--- src/rtl/fp_add_operand_aligner.sv ---
// Pre-alignment stage for the FP adder: orders two singles by magnitude and
// right-shifts the smaller significand STEP bits per cycle, keeping G/R/S.
module fp_add_operand_aligner #(
  parameter int STEP        = 1,
  parameter int FLUSH_LIMIT = 27
) (
  input  logic        clk,
  input  logic        rst_n,
  input  logic        in_valid,
  output logic        in_ready,
  input  logic [31:0] a,
  input  logic [31:0] b,
  output logic        out_valid,
  input  logic        out_ready,
  output logic [7:0]  out_exp,
  output logic        out_sign_big,
  output logic        out_sign_small,
  output logic [26:0] out_man_big,
  output logic [26:0] out_man_small,
  output logic        out_swapped,
  output logic        out_special
);

  typedef enum logic [1:0] {IDLE, SHIFT, DONE} state_t;

  state_t      state, state_nxt;
  logic [7:0]  count;

  logic [7:0]  exp_a, exp_b, exp_big, exp_small, diff;
  logic [23:0] sig_a, sig_b, sig_big, sig_small;
  logic        a_big, special, flush;

  logic [7:0]  k;
  logic [26:0] mask, shifted, shift_val;
  logic        lost;

  // Denormals behave as exponent 1 with no hidden bit.
  assign exp_a = (a[30:23] == 8'd0) ? 8'd1 : a[30:23];
  assign exp_b = (b[30:23] == 8'd0) ? 8'd1 : b[30:23];
  assign sig_a = {a[30:23] != 8'd0, a[22:0]};
  assign sig_b = {b[30:23] != 8'd0, b[22:0]};

  // Full ties resolve to A so out_swapped stays 0.
  assign a_big     = (exp_a > exp_b) || ((exp_a == exp_b) && (sig_a >= sig_b));
  assign exp_big   = a_big ? exp_a : exp_b;
  assign exp_small = a_big ? exp_b : exp_a;
  assign sig_big   = a_big ? sig_a : sig_b;
  assign sig_small = a_big ? sig_b : sig_a;
  assign diff      = exp_big - exp_small;
  assign special   = (a[30:23] == 8'hff) || (b[30:23] == 8'hff);
  assign flush     = !special && (diff >= 8'(FLUSH_LIMIT));

  assign k         = (count < 8'(STEP)) ? count : 8'(STEP);
  assign mask      = (27'd1 << k) - 27'd1;
  assign lost      = |(out_man_small & mask);
  assign shifted   = out_man_small >> k;
  assign shift_val = {shifted[26:1], shifted[0] | lost};

  assign in_ready  = (state == IDLE);
  assign out_valid = (state == DONE);

  always_comb begin
    state_nxt = state;
    case (state)
      IDLE:  if (in_valid)
               state_nxt = (special || diff == 8'd0 || flush) ? DONE : SHIFT;
      SHIFT: if (count == k) state_nxt = DONE;
      DONE:  if (out_ready) state_nxt = IDLE;
      default: state_nxt = IDLE;
    endcase
  end

  always_ff @(posedge clk or negedge rst_n) begin
    if (!rst_n) begin
      state          <= IDLE;
      count          <= 8'd0;
      out_exp        <= 8'd0;
      out_sign_big   <= 1'b0;
      out_sign_small <= 1'b0;
      out_man_big    <= 27'd0;
      out_man_small  <= 27'd0;
      out_swapped    <= 1'b0;
      out_special    <= 1'b0;
    end else begin
      state <= state_nxt;
      case (state)
        IDLE: if (in_valid) begin
          out_exp        <= exp_big;
          out_sign_big   <= a_big ? a[31] : b[31];
          out_sign_small <= a_big ? b[31] : a[31];
          out_man_big    <= {sig_big, 3'b000};
          out_man_small  <= flush ? {26'd0, |sig_small} : {sig_small, 3'b000};
          out_swapped    <= !a_big;
          out_special    <= special;
          count          <= diff;
        end
        SHIFT: begin
          out_man_small <= shift_val;
          count         <= count - k;
        end
        default: ;
      endcase
    end
  end

endmodule

--- config.mk ---
export PLATFORM = sky130hd
export DESIGN_NAME = fp_add_operand_aligner
export DESIGN_NICKNAME = d
export VERILOG_FILES = /design/src/rtl/fp_add_operand_aligner.sv
export SDC_FILE = /design/constraint.sdc
export NUM_CORES = 1
export LEC_CHECK = 0
export BUFFER_PORTS_ARGS = -buffer_cell sky130_fd_sc_hd__buf_2
export CAP_MARGIN = 20
export CORE_ASPECT_RATIO = 0.9
export CORE_MARGIN = 5
export CORE_UTILIZATION = 38
export CTS_CLUSTER_SIZE = 12
export DETAILED_ROUTE_END_ITERATION = 8
export PLACE_DENSITY_LB_ADDON = 0.3
export SETUP_SLACK_MARGIN = 0.15
export SLEW_MARGIN = 5
export SYNTH_ARGS = -nofsm -noshare
export SYNTH_HDL_FRONTEND = slang
export SYNTH_SLANG_ARGS = --single-unit
--- constraint.sdc ---
create_clock -name clk -period 2.3 [get_ports clk]
set_input_delay 0.23 -clock clk [delete_from_list [all_inputs] [get_ports clk]]
set_output_delay 0.23 -clock clk [all_outputs]
set_load 0.01 [all_outputs]
; ---- Yosys cells after proc, flatten, opt, wreduce, memory -nomap -nowiden
; Index checks and enable logic that the tools add are counted.
[totals]
latch_bits = 0
output_inout_bits = 68
ram_bits = 0
n_memories = 0
mem_bits_ro = 0
regBits = 73
[classes]
eq_ne = 9
n_reduce_logical = 20
muxes = 19
add_sub_neg = 3
n_bitwise = 2
n_lt_le_gt_ge = 4
multipliers = 0
shifts = 2
div = 0
[op_table]
columns = op, count
row1 = 27-bit two-way mux, 2
row2 = 27-bit one-hot mux with 2 select lines, 1
row3 = 24-bit two-way mux, 2
row4 = 8-bit two-way mux, 6
row5 = 27-bit AND, 1
row6 = 27-bit OR reduction, 1
row7 = "1-bit by 8-bit << shifter with 27-bit output, first input constant", 1
row8 = 27-bit by 8-bit right shift with 27-bit output, 1
row9 = "27-bit by 1-bit subtractor with 27-bit output, second input constant", 1
row10 = 24-bit >= comparator, 1
row11 = 8-bit zero test, 3
row12 = 24-bit OR reduction, 1
row13 = 8-bit == test, 2
row14 = "8-bit == test, second input constant", 2
row15 = 8-bit one-hot mux with 2 select lines, 1
row16 = 8-bit nonzero test, 2
row17 = 8-bit subtractor, 2
row18 = "8-bit by 5-bit >= comparator with 1-bit output, second input constant", 1
row19 = 8-bit > comparator, 1
row20 = "8-bit by 1-bit less-than comparator with 1-bit output, second input constant", 1
row21 = 2-bit two-way mux, 4
row22 = 2-bit one-hot mux with 3 select lines, 1
row23 = 1-bit logical OR, 4
row24 = "2-bit inequality test, second input constant", 2
row25 = 11 further kinds, 15

; ---- Longest topological paths before layout
[logic_depth]
ltp_word = 13
ltp_mapped = 24

; ---- Least setup slack after synthesis
; Ideal clock, no wire load.
[synth_path]
path_kind = input -> register
start = input port b[29]
end = register state[0]
path_stages = 21
setup_ns = 0.065
arrival_time_ns = 5.433
required_ns = 2.235
setup_slack_ns = -3.198
path_buffers = 2
cell_sequence = or4_4 -> nor4b_1 -> ha_1 -> nand4_2 -> nor4_4 -> nand4_2 -> o211a_1 -> nor2_1 -> clkbuf_1 -> buf_1 -> a21oi_1 -> ha_1 -> inv_1 -> o311a_1 -> nor2_1 -> or3_1 -> a311oi_2 -> xnor2_1 -> or3_1 -> a2111oi_2 -> o22a_1
[synth_via]
elab_chain_cells = 13
[synth_lines]
columns = item, line
row1 = "start, declared", 12  ; input logic [31:0] b,
row2 = "parallel branches: the longest is 9 deep, another holds 24-bit >= comparator", n/a
row3 = 1-bit logical OR *, 66  ; state_nxt = (special || diff == 8'd0 || flush) ? DONE : SHIFT;
row4 = 2-bit two-way mux *, 66
row5 = 2-bit two-way mux *, 65  ; IDLE: if (in_valid)
row6 = 2-bit one-hot mux with 3 select lines *, 64  ; case (state)
row7 = "end signal, assigned", 85  ; state <= state_nxt;
row8 = "end, declared", 26  ; state_t state, state_nxt;
; Every way passes the cells marked *. The select of a mux whose other input is x is not followed.
; A chain may end at the register's enable or synchronous reset.

; ---- Worst setup path after layout
[layout_path]
start = input port b[29]
end = register out_man_small[5]
[layout_via]
elab_chain_cells = 12
[layout_lines]
columns = item, line
row1 = "parallel branches: the longest is 9 deep, another holds 24-bit >= comparator", n/a
row2 = 27-bit two-way mux *, 92  ; out_man_small <= flush ? {26'd0, |sig_small} : {sig_small, 3'b000};
row3 = 27-bit two-way mux *, 87  ; IDLE: if (in_valid) begin
row4 = 27-bit one-hot mux with 2 select lines *, 86  ; case (state)
row5 = "end signal, assigned", 92
row6 = "end signal, assigned", 98  ; out_man_small <= shift_val;
row7 = "end, declared", 19  ; output logic [26:0] out_man_small,
; Marks and branches as above.

==> results.ini <==
[sta]
min_period_over_period=2.12
finalSetupViolations=69
fin_worst_skew_ns=0.00859
final-hold-violation-count=0
fin_setup_tns_ns=-96.58
slew_headroom=0.591
drv_slew=0
timing.fmax_mhz=205
min_period_ns=4.87
rsz0062_at_grt=yes
worstMarginPinSlew_ns=0.609
fin_ws_ns=-2.57

[worst_setup_path]
slowest_delay_ns=0.58
critical_path_class=in -> reg
r2r_setup_slack_ns=0.02
required_ns=2.54
cp.depth=25
r2r-end=out_man_small[5]$_DFFE_PN0P_
r2r_cells=7
crit_path_start_kind=input port
path_max_fanout=6
crit_family=compound AO/OA/AOI/OAI gates
critPathSlowestCell=or4_4
setup.worst_path.end_class=register
path_buf_inv=6
crit_top_cell=buf_6
cp_data_arrival_time_ns=5.11
r2r-start=state[1]$_DFFE_PN0P_

[route]
dr.pass1.iters=6
viasPerCell=5.89
drt_iter0_drc=758
antenna_left=0
wire_per_inst_um=21.2
route.detailed.drc=0
via_count=7095
routed_wl_um=25500

[worst_hold_path]
min_path_type=in -> reg
hold-path-endpoint=out_sign_small$_DFFE_PN0P_
hold_path.startpoint=b[31]
holdPathStages=3

[pwr]
p_leak_nw=4.44
ir_drop_v=0.000495
powerDensity_nw_per_um2=914

[layout]
area_delta_synth_final_pct=69.6
instances_no_fill=1205
layout.nets=1104
fillers=1133
layout_common_cells=buf_4, buf_2, dfrtp_1, nand2_1
finish.utilization=0.652
drive_above_1_share=0.508
mostFrequentLayoutCell=buf_4

[cts]
clkLatencyLatePin_ns=0.36
cts-root-buf=clkbuf_16
cts_tree=done
numCtsBuffers=9
htree_levels=3
clockBufferDepth=2
cts.sinks=73
clk_pin_slew_ns=0.06

[floorplan]
core_sq_um=14600
dieWidth_um=138
fp.dieArea_sq_um=17300
placementRows=42
start_util=0.384
io_pins=136
die_height_um=125

[yosys]
synth_flop_cell=dfrtp_1
synth_seq_cells=73
ys_seq_area_frac=0.326
yosysUniqueCellTypes=70
syn_inst=696
async_reset_ff_frac=1.00
netlist_area_sq_um=5600
yosys_warnings=0
syn_avg_cell_area_sq_um=8.04
synth_edf_count=0

[place]
portBuffers=132
dp_hpwl_um=15300
pre_cts_slack_ns=-2.35
gp_congestion=0.945
dpl.cell_count=1131

[global_route]
overflow=0
grt_max_degree=78
antenna_found_initial=2
grt_use_total=0.260
grt_pass1_vias=6516
grt_pass1_wl_um=35000

[run_status]
outcome=complete, but fails checks
violations=setup timing

[flow_run]
cap_violations=0

## final cells by class
cell class              count  area [sq um]  area share
repair buffers            337          2720       0.286
diodes                      1          2.50    0.000264
inverters                  41           154      0.0162
clock inverters             4          98.8      0.0104
flip-flops and latches     73          1830       0.192
clock buffers              12           256      0.0270
well taps                 198           248      0.0261
multi-input cells         539          4190       0.441
## how the worst max path moves through the flow
stage	slack, ns	from	end
after global routing	-2.67	b[29]	out_man_small[5]$_DFFE_PN0P_
final	-2.57	b[29]	out_man_small[5]$_DFFE_PN0P_
after CTS	-1.96	b[29]	out_man_small[25]$_DFFE_PN0P_
after detailed placement	-2.35	b[29]	out_man_small[5]$_DFFE_PN0P_
after floorplan	-2.55	b[29]	out_man_small[0]$_DFFE_PN0P_
after global placement	-2.28	b[29]	out_man_small[4]$_DFFE_PN0P_
## metal layers
layer	global-route usage	up-vias	part of all wire
met2	0.405	463	0.45
li1	-	3135	-
met5	0	-	0.00051
met4	0.101	2	0.064
met1	0.348	3349	0.39
met3	0.0631	146	0.098
## state kept, by name (all words and copies together), names as in the netlist
signal,count
out_sign_small,1
out_special,1
out_sign_big,1
out_exp,8
out_man_big,24
count,8
state,2
out_man_small,27
out_swapped,1
## synth_stat cells, types with 2 or more instances
| master | count | area, sq um |
|---|---|---|
| a211oi_1 | 4 | 30.0 |
| a21o_1 | 2 | 15.0 |
| a21oi_1 | 77 | 385 |
| a21oi_2 | 21 | 184 |
| a221o_1 | 2 | 20.0 |
| a221oi_1 | 2 | 17.5 |
| a22oi_1 | 27 | 203 |
| a2bb2oi_1 | 2 | 17.5 |
| a311oi_2 | 3 | 45.0 |
| a31oi_1 | 4 | 25.0 |
| a41oi_1 | 2 | 17.5 |
| and2_1 | 2 | 12.5 |
| and4_1 | 2 | 17.5 |
| buf_1 | 3 | 11.3 |
| buf_2 | 2 | 10.0 |
| buf_4 | 7 | 52.6 |
| buf_6 | 2 | 22.5 |
| clkbuf_1 | 31 | 116 |
| dfrtp_1 | 73 | 1830 |
| ha_1 | 35 | 438 |
| inv_1 | 41 | 154 |
| nand2_1 | 81 | 304 |
| nand2b_1 | 7 | 43.8 |
| nand3_1 | 7 | 35.0 |
| nand3b_1 | 3 | 22.5 |
| nand4_1 | 7 | 43.8 |
| nand4_2 | 2 | 25.0 |
| nor2_1 | 77 | 289 |
| nor2b_1 | 9 | 56.3 |
| nor3_1 | 15 | 75.1 |
| nor4_1 | 18 | 113 |
| o211ai_1 | 6 | 45.0 |
| o21ai_0 | 53 | 265 |
| o21ai_1 | 2 | 10.0 |
| o21ai_2 | 20 | 175 |
| o22ai_1 | 3 | 18.8 |
| o31ai_1 | 2 | 15.0 |
| o41ai_2 | 2 | 32.5 |
| or2_2 | 2 | 12.5 |
| or3_1 | 4 | 25.0 |
| or4_1 | 2 | 15.0 |
| xnor2_1 | 2 | 17.5 |
## stage by stage
stage	hold WS (ns)	cell area (sq um)	power, mW
final	0.148	9490	8.68
after global routing	0.153	9490	9.11
after CTS	0.146	8810	8.12
after detailed placement	0.236	7580	5.89
after global placement	0.232	7580	5.83
after floorplan	-0.0656	5730	4.33
## kinds of logic after synthesis
group | count (synthesis) | share of synthesized area
buffers and inverters | 86 | 0.0655
other | 1 | 0.000670
AO/OA/AOI/OAI | 256 | 0.321
flip-flops | 73 | 0.326
adder cells (fa/ha/maj) | 35 | 0.0782
AND/OR/NAND/NOR | 243 | 0.205
XOR/XNOR | 2 | 0.00313
## power by group
part	switching, mW	internal (mW)
clock network	0.609	1.12
logic	2.52	1.99
registers	0.587	1.85
total	3.71	4.96
## what timing repair did
action	4_1_cts	5_1_grt
resized for setup	93	130
hold buffers	1	0
setup endpoints to repair	69	70
endpoints found under the hold margin	35	0
gates cloned	9	3
buffers inserted	30	14
pin swaps	19	33
## worst register-to-register path, cell delays in order (launching register included)
cell and delay, ns:
dfrtp_1 0.44, or2_2 0.37, nor2_1 0.41, nand2_1 0.23, o41ai_4 0.11, buf_12 0.26
a21oi_2 0.07, o21ai_1 0.28
Note: power is estimated with default switching activity, not from simulation.
